===== config.mk =====
export PLATFORM = sky130hd
export DESIGN_NAME = ex_wb_stage
export DESIGN_NICKNAME = d
export VERILOG_FILES = /design/src/rtl/ex_wb_stage.sv
export SDC_FILE = /design/constraint.sdc
export NUM_CORES = 1
export LEC_CHECK = 0
export BUFFER_PORTS_ARGS = -buffer_cell sky130_fd_sc_hd__buf_4
export CORE_AREA = 2 2 120 122
export CTS_CLUSTER_DIAMETER = 150
export DETAILED_ROUTE_END_ITERATION = 8
export DIE_AREA = 0 0 122 124
export PLACE_DENSITY = 0.47
export SLEW_MARGIN = 20
export SYNTH_ARGS = -nofsm -noshare
export SYNTH_HDL_FRONTEND = slang
export SYNTH_SLANG_ARGS = --single-unit
export TNS_END_PERCENT = 50

===== constraint.sdc =====
create_clock -name clk -period 4.2 [get_ports clk]
set_input_delay 0.63 -clock clk [delete_from_list [all_inputs] [get_ports clk]]
set_output_delay 0.63 -clock clk [all_outputs]
set_load 0.01 [all_outputs]

===== src/rtl/ex_wb_stage.sv =====
// Execute stage plus EX/WB register: single-cycle ALU ops and an iterative
// shift-add multiplier that holds off the ID stage through ready_out.
module ex_wb_stage #(
  parameter int DATA_W  = 8,
  parameter int REG_AW  = 3,
  parameter bit R0_ZERO = 1'b1
) (
  input  logic              clk,
  input  logic              rst_n,
  input  logic              valid_in,
  output logic              ready_out,
  input  logic [2:0]        opcode_in,
  input  logic [DATA_W-1:0] rs1_data_in,
  input  logic [DATA_W-1:0] rs2_data_in,
  input  logic [REG_AW-1:0] rd_in,
  output logic              wb_en,
  output logic [REG_AW-1:0] wb_rd,
  output logic [DATA_W-1:0] wb_data,
  output logic              busy
);

  localparam int CNT_W = $clog2(DATA_W + 1);

  localparam logic [0:0] S_IDLE = 1'b0;
  localparam logic [0:0] S_MUL  = 1'b1;

  localparam logic [2:0] OP_ADD = 3'b000;
  localparam logic [2:0] OP_SUB = 3'b001;
  localparam logic [2:0] OP_AND = 3'b010;
  localparam logic [2:0] OP_OR  = 3'b011;
  localparam logic [2:0] OP_XOR = 3'b100;
  localparam logic [2:0] OP_SHL = 3'b101;
  localparam logic [2:0] OP_MUL = 3'b110;
  localparam logic [2:0] OP_NOP = 3'b111;

  logic [0:0]        state_q, state_d;
  logic [DATA_W-1:0] a_q, a_d;
  logic [DATA_W-1:0] b_q, b_d;
  logic [DATA_W-1:0] acc_q, acc_d;
  logic [CNT_W-1:0]  cnt_q, cnt_d;
  logic [REG_AW-1:0] rd_q, rd_d;
  logic              wb_en_q, wb_en_d;
  logic [REG_AW-1:0] wb_rd_q, wb_rd_d;
  logic [DATA_W-1:0] wb_data_q, wb_data_d;

  logic [DATA_W-1:0] alu_res;
  logic [DATA_W-1:0] mul_sum;
  logic              rd_ok_in;
  logic              rd_ok_mul;

  assign ready_out = (state_q == S_IDLE);
  assign busy      = (state_q == S_MUL);
  assign wb_en     = wb_en_q;
  assign wb_rd     = wb_rd_q;
  assign wb_data   = wb_data_q;

  // A write to r0 still executes but never strobes the register file.
  assign rd_ok_in  = !(R0_ZERO && (rd_in == '0));
  assign rd_ok_mul = !(R0_ZERO && (rd_q == '0));

  assign mul_sum = acc_q + (b_q[0] ? a_q : '0);

  always_comb begin
    alu_res = '0;
    case (opcode_in)
      OP_ADD:  alu_res = rs1_data_in + rs2_data_in;
      OP_SUB:  alu_res = rs1_data_in - rs2_data_in;
      OP_AND:  alu_res = rs1_data_in & rs2_data_in;
      OP_OR:   alu_res = rs1_data_in | rs2_data_in;
      OP_XOR:  alu_res = rs1_data_in ^ rs2_data_in;
      OP_SHL:  alu_res = rs1_data_in << rs2_data_in[2:0];
      default: alu_res = '0;
    endcase
  end

  always_comb begin
    state_d   = state_q;
    a_d       = a_q;
    b_d       = b_q;
    acc_d     = acc_q;
    cnt_d     = cnt_q;
    rd_d      = rd_q;
    wb_en_d   = 1'b0;
    wb_rd_d   = wb_rd_q;
    wb_data_d = wb_data_q;

    case (state_q)
      S_IDLE: begin
        if (valid_in) begin
          if (opcode_in == OP_MUL) begin
            state_d = S_MUL;
            a_d     = rs1_data_in;
            b_d     = rs2_data_in;
            acc_d   = '0;
            cnt_d   = CNT_W'(DATA_W);
            rd_d    = rd_in;
          end else if ((opcode_in != OP_NOP) && rd_ok_in) begin
            wb_en_d   = 1'b1;
            wb_rd_d   = rd_in;
            wb_data_d = alu_res;
          end
        end
      end
      S_MUL: begin
        acc_d = mul_sum;
        a_d   = a_q << 1;
        b_d   = b_q >> 1;
        cnt_d = cnt_q - CNT_W'(1);
        // Final step: the updated sum is the truncated product.
        if (cnt_q == CNT_W'(1)) begin
          state_d = S_IDLE;
          if (rd_ok_mul) begin
            wb_en_d   = 1'b1;
            wb_rd_d   = rd_q;
            wb_data_d = mul_sum;
          end
        end
      end
      default: state_d = S_IDLE;
    endcase
  end

  always_ff @(posedge clk or negedge rst_n) begin
    if (!rst_n) begin
      state_q   <= S_IDLE;
      a_q       <= '0;
      b_q       <= '0;
      acc_q     <= '0;
      cnt_q     <= '0;
      rd_q      <= '0;
      wb_en_q   <= 1'b0;
      wb_rd_q   <= '0;
      wb_data_q <= '0;
    end else begin
      state_q   <= state_d;
      a_q       <= a_d;
      b_q       <= b_d;
      acc_q     <= acc_d;
      cnt_q     <= cnt_d;
      rd_q      <= rd_d;
      wb_en_q   <= wb_en_d;
      wb_rd_q   <= wb_rd_d;
      wb_data_q <= wb_data_d;
    end
  end

endmodule


**Word-level counts from Yosys, hierarchy flattened**

Index checks and enable logic that the tools add are counted.

- Register bits: 44
- Bits in latches: 0
- RAM bits: 0
- Bits in read-only memories: 0
- Input bits: 25
- Output and inout bits: 14
- Word-level logic and storage cells: 76
- Memories: 0

- Add/subtract/negate cells: 4
- $mul: 0
- Div/mod/pow operators: 0
- $lt $le $gt $ge: 0
- Equal/unequal tests: 14
- Shift-type cells: 1
- Multiplexer cells: 36
- Bitwise logic cells: 4
- Reductions and logical operators: 8

Operators with widths:

| operator | count |
|---|---|
| two-way mux 8 bit | 12 |
| case mux 8 bit (2 select lines) | 4 |
| case mux 8 bit (6 select lines) | 1 |
| adder 8 bit | 2 |
| two-way mux 3 bit | 5 |
| == test 3 bit, second input constant | 3 |
| zero test 3 bit | 3 |
| AND 8 bit | 1 |
| two-way mux 1 bit | 8 |
| two-way mux 4 bit | 2 |
| OR 8 bit | 1 |
| case mux 4 bit (2 select lines) | 1 |
| << shifter 8 x 3 -> 8 bit | 1 |
| subtractor 8 bit | 1 |
| XOR 8 bit | 1 |
| == test 3 x 2 -> 1 bit, second input constant | 2 |
| != test 2 x 1 -> 1 bit, second input constant | 3 |
| != test 2 bit, second input constant | 3 |
| case mux 3 bit (2 select lines) | 1 |
| AND reduction 5 bit | 1 |
| == test 4 x 1 -> 1 bit, second input constant | 1 |
| case mux 1 bit (2 select lines) | 2 |
| subtractor 4 x 1 -> 4 bit, second input constant | 1 |
| == test 3 x 1 -> 1 bit, second input constant | 1 |
| other kinds (6) | 6 |

**Longest topological paths before layout**

Gate-level depths: netlist of run 1.

- Word-level depth: 7
- Depth in mapped cells: 13
- Gate-level depth less buffers: 11

**Least setup slack after synthesis of run 1**

Ideal clock, no wire load.

- Kind: input-to-reg
- Start point: input port rs2_data_in[1]
- End point: register wb_data_q[3] (netlist: wb_data[3])
- Setup time: 0.082 ns
- Arrival time: 3.011 ns
- Data required time: 4.118 ns
- Slack: 1.107 ns
- Cell stages on the path: 13
- Path buffers: 2
- Cells stage by stage: buf_6 -> buf_2 -> inv_1 -> ha_1 -> mux2_2 -> inv_1 -> ha_1 -> nor2b_4 -> o21a_1 -> o21a_1 -> or4_1 -> a21o_1 -> a31oi_1

- Longest elaborated chain between the ends: 6
- Elaborated cells between the ends (all ways): 8
- Classes of those cells: add/sub: 2; shift: 1; mux: 5

RTL lines:

| item | RTL line | RTL |
|---|---|---|
| from (decl) | 14 | `input logic [DATA_W-1:0] rs2_data_in,` |
| subtractor 8 bit (tied with other cells) | 67 | `OP_SUB: alu_res = rs1_data_in - rs2_data_in;` |
| case mux 8 bit (6 select lines) (*) | 65 | `case (opcode_in)` |
| two-way mux 8 bit (*) | 97 | `end else if ((opcode_in != OP_NOP) && rd_ok_in) begin` |
| two-way mux 8 bit (*) | 90 | `if (opcode_in == OP_MUL) begin` |
| two-way mux 8 bit (*) | 89 | `if (valid_in) begin` |
| case mux 8 bit (2 select lines) (*) | 87 | `case (state_q)` |
| to (signal assigned) | 143 | `wb_data_q <= wb_data_d;` |
| to (decl) | 44 | `logic [DATA_W-1:0] wb_data_q, wb_data_d;` |

Mark *: on every way between the ends. The rest lies on a longest branch, timed or not. The select of a mux whose other input is x is not followed.
A chain may end at the register's enable or synchronous reset.

**Worst setup path in the final report of run 1**

- Start point: input port opcode_in[0]
- End point: register wb_data_q[6] (netlist: wb_data[6])

- Longest elaborated chain between the ends: 6
- Elaborated cells between the ends (all ways): 17
- Classes of those cells: eq/ne: 9; mux: 5; reduce/logical: 3

RTL lines:

| item | RTL line | RTL |
|---|---|---|
| from (decl) | 12 | `input logic [2:0] opcode_in,` |
| == test 3 bit (tied with other cells) | 65 |  |
| case mux 8 bit (6 select lines) | 65 |  |
| two-way mux 8 bit | 97 |  |
| two-way mux 8 bit | 90 |  |
| two-way mux 8 bit | 89 |  |
| case mux 8 bit (2 select lines) | 87 |  |

Several ways; a longest one is shown, not always the timed one. The select of a mux whose other input is x is not followed.

==> metrics.md, run 1 <==
| Metric | Value |
|---|---|
| Run status | complete, no violations |
| Clock-pin slew reported for the worst setup and hold paths after clock tree synthesis | 0.07 ns |
| FF-to-FF path depth | 7 |
| Sequential area share after synthesis | 0.322 |
| Headroom to the max-slew limit | 0.413 |
| PD cells | about 530 mW/mm^2 |
| IR Drop Worst-Case VDD | 0.226 mV |
| Number of buffers on the longest clock path | 2 |
| Total setup violations reported at the end of the flow | 0 |
| Gate count after technology mapping | 401 |
| Total grt overflow | 0 |
| Pre-antenna DRT Iters | 4 |
| Fraction of final layout cells sized beyond drive strength 1 | 0.142 |
| Number of flops mapped to enable cells by yosys | 0 |
| Routed wire length per instance | between 15 and 20 um |
| Required time of the critical path | 4.33 ns |
| DRC marker count from the first detailed-route iteration | about 180 |
| Detailed Place HPWL | roughly 7400 um |
| Die Footprint | approximately 0.015 sq mm |
| Final number of hold-violating endpoints | 0 |
| Antenna cell count | 0 |
| Top-count cell post-synth | nor2_1 |
| Via count of the first global-routing pass | around 3000 |
| Clock tree root driver cell | clkbuf_16 |
| Endpoint of the lowest-slack register-to-register path | wb_data[4] |
| Achievable frequency | 0.333 GHz |
| Routability congestion estimate | 0.850 |
| Maximum number of pins on one net before global-route repair | 55 |
| Setup repair after global routing missed its margin | no |
| Final clock period utilization by the worst path | 0.714 |
| Most used DFF post-synth | dfrtp_1 |
| Kind of critical path | in2reg |
| Number of rows in the core area | 43 |
| End of the critical path | wb_data[6] |
| First-pass GRT wire length | 15800 um |
| Count of yosys warnings during synthesis | 0 |
| Die outline width | 122 um |
| Final clock skew | ~0.0047 ns |
| Floorplan Core Area | 0.0137 sq mm |
| Top-level I/O count | 39 |
| Pleak | 1.86 nW |
| Synth unique cells | 55 |
| Port bufs | 38 |
| Slew of the pin with the lowest slew margin | 0.879 ns |
| Detailed Route WL | 9720 um |
| Worst Hold Class | in2async |
| Effective utilization at floorplan | 0.249 |
| Net count after synthesis | 462 |
| Total global routing track utilization | 0.134 |
| Kind of start point of the critical path | input port |
| Area growth from synthesis to final layout | 18.7% |
| Asr flop ratio synth | 1.00 |
| Post-layout net count | 489 |
| Post-DRT Antenna Nets | 0 |
| Post-CTS Hold Buffers | 0 |
| Die span in y | 124 um |
| Ratio of routed vias to standard cells | 4.88 |
| CP arrival | around 3.1 ns |
| Crit path capture type | flop |
| Top cell type's share of synthesized area | 0.322 |
| CTS tree | built |
| Pins over their slew limit | 0 |
| Clock buffers created by TritonCTS | 5 |
| Startpoint of the lowest-slack register-to-register path | busy |
| Area of the mapped netlist | 0.00342 sq mm |
| Cell taking the most area after synthesis | dfrtp_1 |
| Flops & latches, synth | 44 |
| Cell types with the highest counts after synthesis | 45 x nor2_1, 44 x dfrtp_1, 43 x nand2_1 |
| Register-to-Register Setup Slack | 1.71 ns |
| Crit path max fanout | 17 |
| Number of DRC violations after detailed routing | 0 |
| Final period demand of the worst path | 3.00 ns |
| Max-cap viol count | 0 |
| Critical Path Start | opcode_in[0] |
| Mean area per synthesized cell | 8.52 sq um |
| Post-CTS Setup Repair Bufs | 0 |
| CTS resizes | 0 |
| Total number of H-tree levels | 2 |
| Clock tree sinks | 44 |
| Antenna violations before repair | 0 |
| Cells taking the most area after synthesis | dfrtp_1 32%, ha_1 12%, a21oi_1 5.0%, nor2_1 4.9%, nand2_1 4.7% |
| Worst skew pair latency | 0.29 ns |
| Final total negative setup slack | 0 ns |
| Smallest hold slack | 0.333 ns |
| Total via count in the routed design | 2972 |
through the flow:
stage | worst slack (ns) | total power, mW | instance area, sq um | cells | utilization
3_3_place_gp | 0.933 | 1.59 | 3840 | 601 | 0.280
2_1_floorplan | 1.11 | 1.30 | 3420 | 401 | -
5_1_grt | 1.05 | 2.33 | 4060 | 609 | 0.296
4_1_cts | 1.23 | 2.19 | 4060 | 609 | 0.296
6_report | 1.20 | 2.16 | 4060 | 609 | 0.296
3_5_place_dp | 0.922 | 1.61 | 3840 | 601 | 0.280
critical path, cell delays in order:
cell and delay [ns]:
buf_4 0.19, nor3b_2 0.43, nor2_1 0.10, xnor2_1 0.19, ha_1 0.29, nor2b_1 0.17, o31a_1 0.27, o21a_1 0.18
or3_1 0.31, a31oi_1 0.24, a31oi_1 0.12
state kept, by name, indices dropped and copies added (netlist names):
name / count
cnt_q: 4
wb_rd: 3
a_q: 8
rd_q: 3
busy: 1
b_q: 8
wb_data: 8
wb_en: 1
acc_q: 8
power breakdown:
part           internal, mW  switching [mW]
Clock                 0.401           0.172
Combinational         0.372           0.492
Sequential            0.599           0.127
worst min path at each step:
stage	start	end	slack [ns]	cells past startpoint
after CTS	rst_n	wb_rd[0]	0.36	1
after detailed placement	acc_q[5]	acc_q[5]	0.47	2
final	rst_n	wb_rd[0]	0.33	1
after global placement	b_q[4]	b_q[3]	0.47	2
after global routing	rst_n	wb_data[1]	0.38	1
after floorplan	rst_n	a_q[0]	0.33	0
kinds of logic after synthesis:
kind of cell    synth area share
simple gates               0.178
compound gates             0.214
xor+xnor                  0.0384
buf+inv                   0.0545
mux                       0.0564
fa+ha+maj                  0.136
flops                      0.322
layout by cell type, fill, tap and decap left out, types with 6 or more instances in the layout:
cell      netlist  layout
a211oi_1        6       6
nor2_1         45      45
nand2_1        43      43
inv_1          22      22
ha_1           34      34
mux2i_1         8       8
xnor2_1        11      11
a21oi_1        34      34
dfrtp_1        44      44
buf_4           1      40
o21ai_0        29      29
and2_1          8       8
nor3_1         10      10
a31oi_1        16      16
routing by layer:
metal / wire length, um / part of all wire / GRT usage
met5: 0 / 0 / 0
met4: 44 / 0.0045 / 0.0280
met3: 481 / 0.050 / 0.0192
met2: 4280 / 0.44 / 0.210
met1: 4910 / 0.51 / 0.196
layout make-up:
cell class,count,area [sq um]
well taps,180,225
repair buffers,40,300
multi-input cells,314,2130
inverters,23,86.3
fillers,1458,9660
clock inverters,3,90.1
flip-flops and latches,44,1100
clock buffers,5,125
(Power assumes the default switching activity.)
==> run 2: changes to the inputs <==
--- a/config.mk
+++ b/config.mk
@@ -10,7 +10,7 @@
 export CTS_CLUSTER_DIAMETER = 150
 export DETAILED_ROUTE_END_ITERATION = 8
 export DIE_AREA = 0 0 122 124
-export PLACE_DENSITY = 0.47
+export PLACE_DENSITY = 0.49
 export SLEW_MARGIN = 20
 export SYNTH_ARGS = -nofsm -noshare
 export SYNTH_HDL_FRONTEND = slang
==> constraint.sdc (replaced) <==
create_clock -name clk -period 2.6 [get_ports clk]
set_input_delay 0.39 -clock clk [delete_from_list [all_inputs] [get_ports clk]]
set_output_delay 0.39 -clock clk [all_outputs]
set_load 0.01 [all_outputs]
==> metrics.md, run 2 (synthesis gave the netlist of run 1 again) <==
| Metric | Value |
|---|---|
| Crit path max fanout | 9 (-8) |
| Total number of H-tree levels | 2 (unchanged) |
| Antenna violations before repair | 0 (unchanged) |
| Number of rows in the core area | 43 (unchanged) |
| Most common library cell in the layout ignoring fill and taps | buf_4 |
| Final period demand of the worst path | 2.43 ns |
| Maximum number of pins on one net before global-route repair | 49 (-11%) |
| Total global routing track utilization | 0.139 (+0.00461) |
| Post-CTS Setup Repair Bufs | 0 (unchanged) |
| Clock tree sinks | 44 (unchanged) |
| Slowest stage cell, crit path | dfrtp_1 |
| Kind of start point of the critical path | flop |
| Power Internal | 2.07 mW (+51%) |
| Net Switching | 1.32 mW (+67%) |
| Total setup violations reported at the end of the flow | 0 (unchanged) |
| Headroom to the max-slew limit | 0.592 (+0.179) |
| Number of fillers in the final layout | 1470 (+0.82%) |
| Detailed Place HPWL | 7830 um (+6.2%) |
| Pins over their slew limit | 0 (unchanged) |
| Die Footprint | 0.0151 sq mm (unchanged) |
| Post-layout net count | 507 (+3.7%) |
| Effective utilization at floorplan | 0.249 (unchanged) |
| PD cells | 808 mW/mm^2 (+52%) |
| Post-route insts no fill | 627 (+3.0%) |
| Post-DRT Antenna Nets | 0 (unchanged) |
| Max-cap viol count | 0 (unchanged) |
| Pleak | 1.93 nW (+3.7%) |
| Floorplan Core Area | 0.0137 sq mm (unchanged) |
| Final clock period utilization by the worst path | 0.935 |
| Worst Hold Class | in2async |
| Fraction of final layout cells sized beyond drive strength 1 | 0.188 (+0.0457) |
| Setup repair after global routing missed its margin | no |
| Clock-pin slew reported for the worst setup and hold paths after clock tree synthesis | 0.07 ns (about the same) |
| CTS resizes | 0 (unchanged) |
| Ratio of routed vias to standard cells | 4.92 (+0.79%) |
| Post-CTS Hold Buffers | 0 (unchanged) |
| Total via count in the routed design | 3084 (+3.8%) |
| Required time of the critical path | 2.82 ns (-1.51 ns) |
| Run status | complete, no violations |
| Clock power share | 0.221 (-0.044) |
| Critical Path Start | b_q[0] |
| Final clock skew | 0.00815 ns (+0.00346 ns) |
| Number of DRC violations after detailed routing | 0 (unchanged) |
| Startpoint of the lowest-slack register-to-register path | b_q[0] |
| Port bufs | 38 (unchanged) |
| Worst skew pair latency | 0.30 ns (about the same) |
| Number of buffers on the longest clock path | 2 (unchanged) |
| CTS tree | built |
| Total instance count after detailed placement | 619 (+3.0%) |
| Clock buffers created by TritonCTS | 5 (unchanged) |
| Final number of hold-violating endpoints | 0 (unchanged) |
| Largest stage delay on the critical path | 0.47 ns (+0.04 ns) |
| Most frequent cells in the layout | 58 x buf_4, 45 x nor2_1, 44 x dfrtp_1 |
| Die span in y | 124 um (unchanged) |
| First-pass GRT wire length | 16100 um (+1.9%) |
| Final core utilization | 0.305 (+0.00939) |
| Worst path cell trace | and2_1, ha_1, fa_1, a21o_1, a21oi_1, nand2b_1, nand4_1, o311a_1, a31oi_1 |
| Routed wire length per instance | 16.0 um (+0.40%) |
| Achievable frequency | 0.411 GHz |
| Routability congestion estimate | 0.901 (+5.9%) |
| Crit path capture type | flop |
| Antenna cell count | 0 (unchanged) |
| Fraction of power consumed by sequential logic | 0.355 (+0.019) |
| DRC marker count from the first detailed-route iteration | 221 (+23%) |
| Top-level I/O count | 39 (unchanged) |
| Area growth from synthesis to final layout | 22.5% |
| Detailed Route WL | 10000 um (+3.4%) |
| CP arrival | 2.65 ns (-0.48 ns) |
| Die outline width | 122 um (unchanged) |
| Pre-antenna DRT Iters | 4 (unchanged) |
| Total grt overflow | 0 (unchanged) |
| Power share of the combinational group | 0.425 (+0.026) |
| Clock tree root driver cell | clkbuf_16 |
| IR Drop Worst-Case VDD | 0.354 mV (+57%) |
| Kind of critical path | reg2reg |
| Fraction of power spent switching nets | 0.389 (+0.0234) |
| Slew of the pin with the lowest slew margin | 0.611 ns (-0.267 ns) |
| Via count of the first global-routing pass | 3047 (+3.7%) |
## run 2: changes by cell type in the layout (fill, tap and decap cells not counted), moves of 2 or more
cell,delta
ha_1,-2
inv_2,+2
inv_1,-3
ha_4,+2
bufinv_16,-2
buf_4,+18
## run 2: final cells by class
class | count | area (sq um) | area share
Multi-Input combinational cell | 314 | 2170 | 0.517
Sequential cell | 44 | 1100 | 0.263
Timing Repair Buffer | 58 | 435 | 0.104
Tap cell | 180 | 225 | 0.0538
Clock buffer | 5 | 125 | 0.0299
Inverter | 23 | 88.8 | 0.0212
Clock inverter | 3 | 46.3 | 0.0111
## run 2: through the flow
stage / TNS (ns) / total power, mW / instance area (sq um) / setup WS, ns / hold WS [ns]
2_1_floorplan: -0.00533 / 2.10 / 3470 / -0.00533 / 0.0944
3_3_place_gp: -0.202 / 2.61 / 4020 / -0.0859 / 0.427
3_5_place_dp: -0.414 / 2.66 / 4020 / -0.145 / 0.429
4_1_cts: 0 / 3.41 / 4190 / 0.152 / 0.110
5_1_grt: 0 / 3.66 / 4190 / 0.00593 / 0.120
6_report: 0 / 3.39 / 4190 / 0.169 / 0.0824
## run 2: power by group through the flow
stage,combinational (mW),sequential [mW],clock (mW)
5_1_grt,1.62,1.24,0.796
3_5_place_dp,1.45,1.21,0
2_1_floorplan,0.924,1.18,0
3_3_place_gp,1.41,1.20,0
6_report,1.44,1.20,0.747
4_1_cts,1.45,1.20,0.759
## run 2: path summary, 6_finish.rpt
| path | end | slack [ns] | cells past startpoint |
|---|---|---|---|
| worst min-delay path | wb_rd[0] | 0.08 | 1 |
| worst max-delay path | wb_data[6] | 0.17 | 9 |
| min in group clk | rd_q[0] | 0.35 | 2 |
| max in group asynchronous | b_q[4] | 2.11 | 1 |
| worst max register to register | wb_data[6] | 0.17 | 9 |
| worst min register to register | acc_q[6] | 0.49 | 2 |
## run 2: critical path: cells and delay by family, from the launching register on
family,cells,cell delay (ns)
fa+ha+maj,2,0.63
compound gates,4,0.77
flops,1,0.47
simple gates,3,0.48
## run 2: metal layers
layer | part of all wire | vias up | global-route usage
met5 | 0 | - | 0
met4 | 0.014 | 0 | 0.0366
met3 | 0.050 | 13 | 0.0238
met2 | 0.45 | 77 | 0.218
met1 | 0.48 | 1482 | 0.197
li1 | - | 1512 | -
==> run 3: changes to the inputs <==
--- a/config.mk
+++ b/config.mk
@@ -5,12 +5,13 @@
 export SDC_FILE = /design/constraint.sdc
 export NUM_CORES = 1
 export LEC_CHECK = 0
+export ABC_AREA = 1
 export BUFFER_PORTS_ARGS = -buffer_cell sky130_fd_sc_hd__buf_4
-export CORE_AREA = 2 2 120 122
+export CORE_AREA = 2 2 121 123
 export CTS_CLUSTER_DIAMETER = 150
 export DETAILED_ROUTE_END_ITERATION = 8
-export DIE_AREA = 0 0 122 124
-export PLACE_DENSITY = 0.49
+export DIE_AREA = 0 0 123 125
+export PLACE_DENSITY = 0.48
 export SLEW_MARGIN = 20
 export SYNTH_ARGS = -nofsm -noshare
 export SYNTH_HDL_FRONTEND = slang
==> metrics.md, run 3 <==
| Metric | Value |
|---|---|
| Endpoint of the lowest-slack register-to-register path | wb_rd[2] |
| Fraction of final layout cells sized beyond drive strength 1 | 0.146 (-0.0424) |
| Total instance count after detailed placement | 705 (+14%) |
| Kind of start point of the critical path | input port |
| Total grt overflow | 0 (unchanged) |
| Final period demand of the worst path | 2.30 ns (-0.131 ns) |
| Clock tree sinks | 44 (unchanged) |
| Crit path max fanout | 3 (-6) |
| Fraction of power spent switching nets | 0.405 (+0.0162) |
| Routed wire length per instance | 13.4 um (-16%) |
| Ratio of routed vias to standard cells | 4.62 (-6.0%) |
| Number of DRC violations after detailed routing | 0 (unchanged) |
| Area of the mapped netlist | 0.00343 sq mm (+0.40%) |
| Clock tree root driver cell | clkbuf_16 |
| Number of rows in the core area | 44 (+2.3%) |
| Tot Pwr | 3.24 mW (-4.3%) |
| DR top layer | met4 |
| Area growth from synthesis to final layout | 21.0% |
| Number of flops mapped to enable cells by yosys | 0 (unchanged) |
| Crit path capture type | flop |
| Sum of met2 wire segment lengths after detailed routing | 4420 um (-2.8%) |
| Worst path cell trace | buf_4, inv_1, ha_1, inv_1, nor3_1, inv_1, o31ai_2, xor2_1, inv_1, ha_1, nand2_1, inv_1, nand2_1, nand2_1, a21oi_1, nand3_1, nand3_1, nand2_1, nand2_1, nand2_1, nand2_1, nand2_1 |
| Max-cap viol count | 0 (unchanged) |
| Most common library cell in the layout ignoring fill and taps | nand2_1 |
| Net Switching | 1.31 mW (-0.31%) |
| Number of fillers in the final layout | 1568 (+6.7%) |
| Pleak | 2.18 nW (+13%) |
| CTS tree | built |
| Adder-cell share of the synthesized area | 0.136 (-0.000546) |
| Register-to-Register Setup Slack | 0.45 ns (+0.28 ns) |
| Asr flop ratio synth | 1.00 (unchanged) |
| Slew of the pin with the lowest slew margin | 0.570 ns (-0.0408 ns) |
| Fraction of power consumed by sequential logic | 0.360 (+0.005) |
| Flops & latches, synth | 44 (unchanged) |
| Total via count in the routed design | 3295 (+6.8%) |
| Cell types with the highest counts after synthesis | 143 x nand2_1, 57 x inv_1, 44 x dfrtp_1 |
| Count of yosys warnings during synthesis | 0 (unchanged) |
| Synth unique cells | 37 (-33%) |
| Headroom to the max-slew limit | 0.620 (+0.0281) |
| Achievable frequency | 0.435 GHz (+5.7%) |
| CP arrival | 2.48 ns (-0.17 ns) |
| Most used DFF post-synth | dfrtp_1 |
| Top-count cell post-synth | nand2_1 |
| Port bufs | 38 (unchanged) |
| Power share of the combinational group | 0.443 (+0.018) |
| First-pass GRT wire length | 15600 um (-2.7%) |
| Clock-pin slew reported for the worst setup and hold paths after clock tree synthesis | 0.06 ns (about the same) |
| Post-DRT Antenna Nets | 0 (unchanged) |
| Die outline width | 123 um (+0.82%) |
| Antenna cell count | 0 (unchanged) |
| Cell taking the most area after synthesis | dfrtp_1 |
| Via count of the first global-routing pass | 3164 (+3.8%) |
| Total number of H-tree levels | 2 (unchanged) |
| Routability congestion estimate | 0.903 (+0.27%) |
| Most frequent cells in the layout | 143 x nand2_1, 57 x inv_1, 53 x buf_4 |
| Final clock period utilization by the worst path | 0.885 (-0.0502) |
| Setup repair after global routing missed its margin | no |
| Sequential area share after synthesis | 0.321 (-0.00129) |
| Post-layout net count | 589 (+16%) |
| Clock buffers created by TritonCTS | 5 (unchanged) |
| Net count after synthesis | 540 (+17%) |
| Worst Hold Class | in2async |
| Met3 routed wirelength | 420 um (-16%) |
| Run status | complete, no violations |
| Multiplexer share of the synthesized area | 0 (-0.0564) |
| Slowest stage cell, crit path | ha_1 |
| Largest stage delay on the critical path | 0.30 ns (-0.17 ns) |
| Top-level I/O count | 39 (unchanged) |
| Total global routing track utilization | 0.126 (-0.0124) |
| Post-CTS Setup Repair Bufs | 0 (unchanged) |
| Floorplan Core Area | 0.0142 sq mm (+3.5%) |
| Post-route insts no fill | 713 (+14%) |
| Combinational family with the most area after synthesis | simple AND/OR/NAND/NOR gates |
| Pins over their slew limit | 0 (unchanged) |
| Pre-antenna DRT Iters | 4 (unchanged) |
| Effective utilization at floorplan | 0.242 (-0.00752) |
| Clock power share | 0.197 (-0.024) |
| Detailed Place HPWL | 7650 um (-2.3%) |
| Final number of hold-violating endpoints | 0 (unchanged) |
| Fraction of the mapped netlist area in compound gates | 0.159 (-0.0555) |
| PD cells | 780 mW/mm^2 (-3.5%) |
| Maximum number of pins on one net before global-route repair | 45 (-8.2%) |
| Required time of the critical path | 2.78 ns (-0.04 ns) |
| Synth Area in Simple Gates | 0.279 (+0.101) |
| Startpoint of the lowest-slack register-to-register path | cnt_q[1] |
| Cells taking the most area after synthesis | dfrtp_1 32%, nand2_1 16%, ha_1 12%, inv_1 6.2%, nor2_1 3.9% |
| Number of buffers on the longest clock path | 2 (unchanged) |
| Detailed Route WL | 9580 um (-4.6%) |
| Final core utilization | 0.292 (-0.0128) |
| Smallest hold slack | 0.101 ns (+0.0185 ns) |
| Top cell type's share of synthesized area | 0.321 (-0.00129) |
| Kind of critical path | in2reg |
| FF-to-FF path depth | 10 (+1) |
| Power Internal | 1.93 mW (-6.8%) |
| Most frequent CP cell | nand2_1 |
| Gate count after technology mapping | 479 (+19%) |
| Die Footprint | 0.0154 sq mm (+1.6%) |
| Mean area per synthesized cell | 7.17 sq um (-16%) |
| Worst skew pair latency | 0.29 ns (about the same) |
| Xor and xnor area share after synthesis | 0.0179 (-0.0206) |
| DRC marker count from the first detailed-route iteration | 169 (-24%) |
| Final clock skew | 0.00920 ns (+0.00105 ns) |
| Total setup violations reported at the end of the flow | 0 (unchanged) |
| Post-route met1 wirelength | 4560 um (-6.0%) |
| Antenna violations before repair | 0 (unchanged) |
| IR Drop Worst-Case VDD | 0.253 mV (-29%) |
| Die span in y | 125 um (+0.81%) |
==> run 3: cell families (layout without fill, tap and decap cells) <==
family | count (synthesis) | count (layout)
fa+ha+maj | 36 | 36
simple gates | 226 | 226
xor+xnor | 7 | 7
compound gates | 91 | 91
flops | 44 | 44
buf+inv | 75 | 125
==> run 3: timing repair <==
item,CTS,global route
hold buffers,0,0
setup endpoints to repair,0,1
gates resized for setup,0,1
==> run 3: worst max-delay path, delay by kind of cell <==
kind | cells | cell delay [ns]
buffers and inverters | 6 | 0.41
adders and majority gates | 2 | 0.44
AOI/OAI and AO/OA | 2 | 0.31
xor gates and xnor gates | 1 | 0.16
and+or+nand+nor | 11 | 0.77
==> run 3: worst max-delay path by stage <==
stage / from / end / slack [ns]
5_1_grt: rs2_data_in[0] / wb_data[7] / 0.02
2_1_floorplan: rs2_data_in[1] / wb_data[7] / 0.01
3_5_place_dp: rs2_data_in[0] / wb_data[7] / -0.04
6_report: rs2_data_in[0] / wb_data[7] / 0.30
4_1_cts: rs2_data_in[0] / wb_data[7] / 0.25
3_3_place_gp: rs2_data_in[0] / wb_data[7] / -0.03
==> run 3: power by group through the flow <==
stage	registers, mW	logic [mW]	clock network, mW
after floorplan	1.16	0.919	0
after global placement	1.18	1.42	0
after detailed placement	1.18	1.45	0
after CTS	1.18	1.45	0.653
after global routing	1.22	1.63	0.679
final	1.17	1.43	0.639
==> run 3: area by class of cell <==
class | instances | area [sq um] | area share
Inverter | 64 | 240 | 0.0578
Sequential cell | 44 | 1100 | 0.265
Tap cell | 184 | 230 | 0.0554
Timing Repair Buffer | 53 | 398 | 0.0958
Clock inverter | 1 | 7.51 | 0.00181
Multi-Input combinational cell | 360 | 2030 | 0.490
Clock buffer | 7 | 143 | 0.0343
==> run 3: stage by stage <==
stage          instance area, sq um  TNS (ns)  setup WS [ns]
6_report                       4150         0          0.299
5_1_grt                        4150         0         0.0183
4_1_cts                        4150         0          0.249
3_5_place_dp                   4000   -0.0416        -0.0416
3_3_place_gp                   4000   -0.0309        -0.0309
2_1_floorplan                  3430         0         0.0149
==> run 3: per-layer routing <==
metal / global-route usage / up-vias
met1: 0.174 / 1514
met2: 0.209 / 94
met5: 0 / -
met4: 0.0361 / 0
li1: - / 1674
met3: 0.0137 / 13
